`config.mk`:
```
export PLATFORM = sky130hd
export DESIGN_NAME = lpc_dec_flat
export DESIGN_NICKNAME = d
export VERILOG_FILES = /design/src/rtl/lpc_dec_if.sv /design/src/rtl/lpc_dec.sv /design/src/flat_wrapper.sv
export SDC_FILE = /design/constraint.sdc
export NUM_CORES = 2
export LEC_CHECK = 0
export CORE_MARGIN = 3
export CORE_UTILIZATION = 50
export CTS_BUF_LIST = sky130_fd_sc_hd__clkbuf_2
export CTS_CLUSTER_SIZE = 16
export DETAILED_ROUTE_END_ITERATION = 10
export PLACE_DENSITY = 0.68
export SLEW_MARGIN = 0
export SYNTH_ARGS = -nofsm -noshare
export SYNTH_HDL_FRONTEND = slang
export SYNTH_SLANG_ARGS = --single-unit
```
`constraint.sdc`:
```
create_clock -name clk -period 33.2 [get_ports clk]
set_input_delay 4.98 -clock clk [delete_from_list [all_inputs] [get_ports clk]]
set_output_delay 4.98 -clock clk [all_outputs]
set_load 0.05 [all_outputs]
```
`src/rtl/lpc_dec_if.sv`:
```
// Bus bundle for the LPC speech decoder: frame parameters, sample request and synthesized output.
interface lpc_dec_if;
   logic signed [15:0] A1;
   logic signed [15:0] A2;
   logic signed [15:0] A3;
   logic signed [15:0] A4;
   logic signed [15:0] A5;
   logic signed [15:0] A6;
   logic signed [15:0] A7;
   logic signed [15:0] A8;
   logic signed [15:0] A9;
   logic signed [15:0] A10;
   logic               voiced;
   logic [15:0]        freq_count;
   logic               load;
   logic               v;
   logic signed [15:0] y;
   logic               vout;
   logic               ovr;

   modport master (
      output A1, A2, A3, A4, A5, A6, A7, A8, A9, A10,
      output voiced, freq_count, load, v,
      input  y, vout, ovr
   );

   modport slave (
      input  A1, A2, A3, A4, A5, A6, A7, A8, A9, A10,
      input  voiced, freq_count, load, v,
      output y, vout, ovr
   );
endinterface

```
`src/rtl/lpc_dec.sv`:
```
// 10-tap LPC all-pole synthesis filter, one shared multiplier, pulse/noise excitation.
// Optional output de-emphasis stage enabled by defining LPC_DEC_DEEMPH_EN.
module lpc_dec #(
   parameter logic signed [15:0] PULSE_AMP   = 16'sd8192,
   parameter int                 NOISE_SHIFT = 3
) (
   input  logic      clk,
   input  logic      rst,
   lpc_dec_if.slave  bus
);

   typedef enum logic [1:0] {
      IDLE = 2'd0,
      MAC  = 2'd1,
      OUT  = 2'd2
   } state_t;

   state_t             r_state;
   state_t             w_state_nxt;
   logic               w_accept;
   logic               w_out_first;

   logic signed [15:0] w_a_in [0:9];
   logic signed [15:0] r_a_sh [0:9];
   logic               r_voiced_sh;
   logic [15:0]        r_fc_sh;
   logic signed [15:0] r_a    [0:9];
   logic               r_voiced;
   logic [15:0]        r_fc;

   logic signed [15:0] r_hist [0:9];
   logic [15:0]        r_pcnt;
   logic [15:0]        r_lfsr;
   logic [3:0]         r_tap;
   logic signed [39:0] r_acc;
   logic signed [15:0] r_sat;
   logic               r_p1;
   logic signed [15:0] r_y;
   logic               r_vout;
   logic               r_ovr;

   logic signed [15:0] w_e;
   logic [15:0]        w_pcnt_nxt;
   logic [15:0]        w_lfsr_nxt;
   logic signed [39:0] w_e_ext;
   logic signed [31:0] w_prod;
   logic signed [39:0] w_prod_ext;

`ifdef LPC_DEC_DEEMPH_EN
   logic               r_p2;
   logic               r_ocnt;
   logic signed [18:0] w_d7;
   logic signed [18:0] w_d7s;
   logic signed [39:0] w_dsum;
`endif

   function automatic logic signed [15:0] sat16(input logic signed [39:0] x);
      logic signed [15:0] r;
      if (x > 40'sd32767) begin
         r = 16'sh7FFF;
      end else if (x < -40'sd32768) begin
         r = 16'sh8000;
      end else begin
         r = x[15:0];
      end
      return r;
   endfunction

   assign w_a_in[0] = bus.A1;
   assign w_a_in[1] = bus.A2;
   assign w_a_in[2] = bus.A3;
   assign w_a_in[3] = bus.A4;
   assign w_a_in[4] = bus.A5;
   assign w_a_in[5] = bus.A6;
   assign w_a_in[6] = bus.A7;
   assign w_a_in[7] = bus.A8;
   assign w_a_in[8] = bus.A9;
   assign w_a_in[9] = bus.A10;

   assign w_prod     = r_a[r_tap] * r_hist[r_tap];
   assign w_prod_ext = $signed({{8{w_prod[31]}}, w_prod});
   assign w_e_ext    = $signed({{12{w_e[15]}}, w_e, 12'd0});

`ifdef LPC_DEC_DEEMPH_EN
   assign w_out_first = (r_state == OUT) && !r_ocnt;
   assign w_d7        = $signed({{3{r_y[15]}}, r_y}) * 19'sd7;
   assign w_d7s       = w_d7 >>> 3;
   assign w_dsum      = $signed({{24{r_sat[15]}}, r_sat}) + $signed({{21{w_d7s[18]}}, w_d7s});
`else
   assign w_out_first = (r_state == OUT);
`endif

   assign bus.y    = r_y;
   assign bus.vout = r_vout;
   assign bus.ovr  = r_ovr;

   // Next-state and request acceptance
   always_comb begin
      w_state_nxt = r_state;
      w_accept    = 1'b0;
      case (r_state)
         IDLE: begin
            if (bus.v) begin
               w_accept    = 1'b1;
               w_state_nxt = MAC;
            end else begin
               w_state_nxt = IDLE;
            end
         end
         MAC: begin
            if (r_tap == 4'd9) begin
               w_state_nxt = OUT;
            end else begin
               w_state_nxt = MAC;
            end
         end
         OUT: begin
`ifdef LPC_DEC_DEEMPH_EN
            if (r_ocnt) begin
               w_state_nxt = IDLE;
            end else begin
               w_state_nxt = OUT;
            end
`else
            w_state_nxt = IDLE;
`endif
         end
         default: begin
            w_state_nxt = IDLE;
         end
      endcase
   end

   // Excitation sample and next pitch counter / LFSR values
   always_comb begin
      w_e        = 16'sd0;
      w_pcnt_nxt = r_pcnt;
      w_lfsr_nxt = r_lfsr;
      if (r_voiced) begin
         if (r_fc == 16'd0) begin
            w_pcnt_nxt = 16'd0;
         end else begin
            if (r_pcnt == 16'd0) begin
               w_e = PULSE_AMP;
            end else begin
               w_e = 16'sd0;
            end
            // >= keeps the counter bounded when a shorter period is loaded mid-cycle
            if (r_pcnt >= (r_fc - 16'd1)) begin
               w_pcnt_nxt = 16'd0;
            end else begin
               w_pcnt_nxt = r_pcnt + 16'd1;
            end
         end
      end else begin
         w_e        = $signed(r_lfsr) >>> NOISE_SHIFT;
         w_lfsr_nxt = {r_lfsr[14:0], r_lfsr[15] ^ r_lfsr[13] ^ r_lfsr[12] ^ r_lfsr[10]};
      end
   end

   // State register and sticky overrun flag
   always_ff @(posedge clk or negedge rst) begin
      if (!rst) begin
         r_state <= IDLE;
         r_ovr   <= 1'b0;
      end else begin
         r_state <= w_state_nxt;
         if (bus.v && (r_state != IDLE)) begin
            r_ovr <= 1'b1;
         end
      end
   end

   // Shadow parameter capture
   always_ff @(posedge clk or negedge rst) begin
      if (!rst) begin
         for (int i = 0; i < 10; i++) begin
            r_a_sh[i] <= 16'sd0;
         end
         r_voiced_sh <= 1'b0;
         r_fc_sh     <= 16'd0;
      end else if (bus.load) begin
         for (int i = 0; i < 10; i++) begin
            r_a_sh[i] <= w_a_in[i];
         end
         r_voiced_sh <= bus.voiced;
         r_fc_sh     <= bus.freq_count;
      end
   end

   // Active parameter copy, excitation advance and multiply-accumulate
   always_ff @(posedge clk or negedge rst) begin
      if (!rst) begin
         for (int i = 0; i < 10; i++) begin
            r_a[i] <= 16'sd0;
         end
         r_voiced <= 1'b0;
         r_fc     <= 16'd0;
         r_tap    <= 4'd0;
         r_acc    <= 40'sd0;
         r_pcnt   <= 16'd0;
         r_lfsr   <= 16'hACE1;
      end else if (w_accept) begin
         for (int i = 0; i < 10; i++) begin
            r_a[i] <= r_a_sh[i];
         end
         r_voiced <= r_voiced_sh;
         r_fc     <= r_fc_sh;
         r_tap    <= 4'd0;
      end else if (r_state == MAC) begin
         r_tap <= r_tap + 4'd1;
         // First tap seeds the accumulator with the scaled excitation
         if (r_tap == 4'd0) begin
            r_acc  <= w_e_ext - w_prod_ext;
            r_pcnt <= w_pcnt_nxt;
            r_lfsr <= w_lfsr_nxt;
         end else begin
            r_acc <= r_acc - w_prod_ext;
         end
      end
   end

   // Saturation, history shift and registered output
   always_ff @(posedge clk or negedge rst) begin
      if (!rst) begin
         r_sat  <= 16'sd0;
         r_p1   <= 1'b0;
         r_y    <= 16'sd0;
         r_vout <= 1'b0;
         for (int i = 0; i < 10; i++) begin
            r_hist[i] <= 16'sd0;
         end
`ifdef LPC_DEC_DEEMPH_EN
         r_p2   <= 1'b0;
         r_ocnt <= 1'b0;
`endif
      end else begin
         r_vout <= 1'b0;
         r_p1   <= w_out_first;
         if (w_out_first) begin
            r_sat <= sat16(r_acc >>> 12);
         end
         if (r_p1) begin
            r_hist[0] <= r_sat;
            for (int i = 1; i < 10; i++) begin
               r_hist[i] <= r_hist[i-1];
            end
`ifndef LPC_DEC_DEEMPH_EN
            r_y    <= r_sat;
            r_vout <= 1'b1;
`endif
         end
`ifdef LPC_DEC_DEEMPH_EN
         r_ocnt <= (r_state == OUT) && !r_ocnt;
         r_p2   <= r_p1;
         // r_y doubles as the de-emphasis state d[n-1]
         if (r_p2) begin
            r_y    <= sat16(w_dsum);
            r_vout <= 1'b1;
         end
`endif
      end
   end

endmodule

```
`src/flat_wrapper.sv`:
```
// flat-port wrapper written by rule: the top's interface ports become plain ports
module lpc_dec_flat 
#(
   parameter logic signed [15:0] PULSE_AMP   = 16'sd8192,
   parameter int                 NOISE_SHIFT = 3
)
  (clk, rst, bus_A1, bus_A2, bus_A3, bus_A4, bus_A5, bus_A6, bus_A7, bus_A8, bus_A9, bus_A10, bus_voiced, bus_freq_count, bus_load, bus_v, bus_y, bus_vout, bus_ovr);
  lpc_dec_if bus_i ();
  input  logic clk;
  input  logic rst;
  input wire logic [$bits(bus_i.A1)-1:0] bus_A1;
  input wire logic [$bits(bus_i.A2)-1:0] bus_A2;
  input wire logic [$bits(bus_i.A3)-1:0] bus_A3;
  input wire logic [$bits(bus_i.A4)-1:0] bus_A4;
  input wire logic [$bits(bus_i.A5)-1:0] bus_A5;
  input wire logic [$bits(bus_i.A6)-1:0] bus_A6;
  input wire logic [$bits(bus_i.A7)-1:0] bus_A7;
  input wire logic [$bits(bus_i.A8)-1:0] bus_A8;
  input wire logic [$bits(bus_i.A9)-1:0] bus_A9;
  input wire logic [$bits(bus_i.A10)-1:0] bus_A10;
  input wire logic [$bits(bus_i.voiced)-1:0] bus_voiced;
  input wire logic [$bits(bus_i.freq_count)-1:0] bus_freq_count;
  input wire logic [$bits(bus_i.load)-1:0] bus_load;
  input wire logic [$bits(bus_i.v)-1:0] bus_v;
  output wire logic [$bits(bus_i.y)-1:0] bus_y;
  output wire logic [$bits(bus_i.vout)-1:0] bus_vout;
  output wire logic [$bits(bus_i.ovr)-1:0] bus_ovr;
  assign bus_i.A1 = bus_A1;
  assign bus_i.A2 = bus_A2;
  assign bus_i.A3 = bus_A3;
  assign bus_i.A4 = bus_A4;
  assign bus_i.A5 = bus_A5;
  assign bus_i.A6 = bus_A6;
  assign bus_i.A7 = bus_A7;
  assign bus_i.A8 = bus_A8;
  assign bus_i.A9 = bus_A9;
  assign bus_i.A10 = bus_A10;
  assign bus_i.voiced = bus_voiced;
  assign bus_i.freq_count = bus_freq_count;
  assign bus_i.load = bus_load;
  assign bus_i.v = bus_v;
  assign bus_y = bus_i.y;
  assign bus_vout = bus_i.vout;
  assign bus_ovr = bus_i.ovr;
  lpc_dec #(.PULSE_AMP(PULSE_AMP), .NOISE_SHIFT(NOISE_SHIFT)) u_core (.clk(clk), .rst(rst), .bus(bus_i));
endmodule
```
==> out/metrics.yaml <==
crit_type: "flop to flop"
grt_start_max_net_pins: 181
cp.arrival_ns: 14.07
final_util_pct: 56.1
power_mw: 3.75
gr-total-overflow: 0
tightest_slew_ns: 1.19
synth_area_leaders: "dfrtp_1, fa_1, mux2_2"
multi_input_area_um2: 22500
hpwl_um: 73500
powerDensity_nw_per_um2: 84.2
clkSinkCount: 611
synth_async_sr_flop_share_pct: 100
synthCells: 3954
rr_worst_depth: 38
ys_seq_area_share_pct: 38.1
register_area_um2: 15300
num_rows: 103
synth_most_common_cell: "nand2_1"
drc: 0
postCtsHoldBufs: 0
syn_area_um2: 40100
timing.critical_path.mode_cell: "fa_1"
yosysWarningCount: 0
min_period_ns: 12.89
numCtsBuffers: 165
start_util_pct: 50.6
die_h_um: 289
syn_area_per_cell_um2: 10.1
setup.worst_path.start_class: "flop"
setup_viol: 0
drt_pass1_iterations: 5
run_status: "finished clean"
setup_ws_ns: 20.31
clockBufferDepth: 3
synth_edf_count: 0
p_leak_nw: 21.5
place_area_um2: 43000
rsz0062_at_grt: "false"
irDropWorstVdd_uv: 60.4
htreeDepth: 4
cpMaxStageDelayCell: "dfrtp_4"
clock.fmax_mhz: 77.6
setup_tns_ns: 0
critical_path.max_fanout: 50
ys_ff_latch: 611
relSlewSlack_pct: 20.4
io_pins: 199
drt_iter0_markers: 1957
maxCapViolations: 0
clk_pin_slew_ns: 0.12
min_delay_path_depth: 2
nNetsFinal: 4742
final_cell_area_um2: 44500
cts_root_buf: "clkbuf_2"
critPathRequiredTime_ns: 34.38
detail-route-antenna-nets: 0
via_per_inst: 5.51
timing.final.max_slew_violations: 0
grt_pass1_vias: 29800
fillCellCount: 7074
place_ws_ns: 20.35
synth.top_cell.area_share_pct: 37.6
synth_common_cells: "nand2_1, dfrtp_1, inv_1, mux2_2, nor2_1"
port_buffers: 198
coreArea_um2: 79300
place_congestion: 0.947
reg2reg_setup_slack_ns: 20.31
grt_pass1_wl_um: 162000
globalRouteTotalUtil_pct: 24.7
r2r_start: "u_core.r_tap[0]"
rr_endpoint: "u_core.r_acc[38]"
area_growth_pct: 10.9
synth_largest_area_cell: "dfrtp_1"
wl_um: 101000
synth_cell_type_count: 93
vias: 29400
synth_top_flop_cell: "dfrtp_1"
antenna_found_initial: 4
cts_tree: "yes"
setup.worst_path.end_class: "flop"
dieArea_um2: 83700
syn-num-nets: 4535
fp.dieW_um: 289
skew_ns: 0.135
timing.final.crit_share_pct: 38.8
drive_above_1_share_pct: 19.0
post_cts_buffers: 0
cts_resized: 0
wire_per_inst_um: 19.0
worstHoldStart: "u_core.r_a_sh[28]"
cpPeakStageDelay_ns: 0.89
hold_end: "u_core.r_a[28]"
holdCritPathClass: "flop to flop"
hold_violations: 0
clock_latency_ns: 1.38
==> critical path, delay by kind of cell (launching register included) <==
kind                     cells  cell delay (ns)
multiplexers                 2             0.75
buffers and inverters        6             1.38
XOR/XNOR                     1             0.17
AO/OA/AOI/OAI               11             2.93
flip-flops                   1             0.89
AND/OR/NAND/NOR              8             2.26
adder cells (fa/ha/maj)     10             4.25
==> registers in the layout, summed over array words and instances (netlist names) <==
signal              flops
u_core.bus.ovr          1
u_core.r_acc           40
u_core.r_p1             1
u_core.r_a            160
u_core.r_hist         160
u_core.r_voiced         1
u_core.r_sat           16
u_core.r_a_sh         160
u_core.bus.vout         1
u_core.r_fc            16
u_core.r_state          2
u_core.r_lfsr          16
u_core.r_voiced_sh      1
u_core.r_fc_sh         16
u_core.r_pcnt          16
u_core.r_tap            4
==> how the worst max path moves through the flow <==
stage	start	to	slack (ns)	depth (start not counted)
after global routing	u_core.r_tap[0]	u_core.r_acc[37]	19.57	37
after CTS	u_core.r_tap[0]	u_core.r_acc[38]	20.30	36
after floorplan	u_core.r_tap[0]	u_core.r_acc[38]	21.87	39
after detailed placement	u_core.r_tap[0]	u_core.r_acc[38]	20.35	36
final	u_core.r_tap[0]	u_core.r_acc[38]	20.31	38
after global placement	u_core.r_tap[0]	u_core.r_acc[38]	20.55	36
==> per-layer routing <==
metal	track usage (%)	share of wire, %	vias to the layer above
met5	0	0	-
met4	8.76	2.9	0
met3	4.42	5.4	189
met2	40.5	49	779
met1	33.0	43	14700
li1	-	-	13600
==> stage by stage <==
stage | hold WS, ns | instances
CTS | 0.406 | 5323
floorplan | 0.352 | 3954
global placement | 0.443 | 5044
detailed placement | 0.448 | 5044
finish | 0.417 | 5327
global route | 0.408 | 5327
==> kinds of logic after synthesis <==
family                     count (synthesis)  share of synthesized area (%)
xor gates and xnor gates                 110                           2.40
buffers and inverters                    606                           5.85
and+or+nand+nor                         1268                           13.3
AOI/OAI and AO/OA                        478                           8.17
DFF                                      611                           38.1
adders and majority gates                407                           17.6
muxes                                    474                           14.6
==> power by group <==
part | total (mW) | switching [mW] | internal, mW
Clock | 0.532 | 0.327 | 0.204
Combinational | 2.15 | 1.30 | 0.842
Sequential | 1.07 | 0.151 | 0.920
Total | 3.75 | 1.78 | 1.97
==> cell type report <==
class / count / area share (%)
multi-input cells: 2737 / 50.6
flip-flops and latches: 611 / 34.4
repair buffers: 247 / 5.35
inverters: 399 / 3.37
well taps: 1050 / 2.95
clock buffers: 246 / 2.77
clock inverters: 33 / 0.537
diodes: 4 / 0.0225
==> placed cells by master (no fill, tap or decap), types with 10 or more instances in the layout <==
cell type	instances
and3_1	15
a22oi_1	42
ha_1	137
mux2i_1	32
dfrtp_1	599
o21ai_1	10
a21o_1	39
a2bb2oi_1	12
mux2_2	393
buf_4	47
a21oi_1	102
nand2_1	747
nand3_1	33
xor2_1	36
clkinv_1	15
xnor2_1	74
fa_1	263
mux4_2	49
nor2_1	285
nor4_1	11
nand2b_1	22
o22ai_1	21
or2_2	12
clkbuf_2	246
inv_1	398
nor2b_1	20
nand4_1	12
and2_1	20
o31ai_1	11
nor3_1	41
clkdlybuf4s50_1	196
or3_1	12
o22a_1	12
o21ai_0	85
o211ai_1	31
Note: power is estimated with default switching activity, not from simulation.
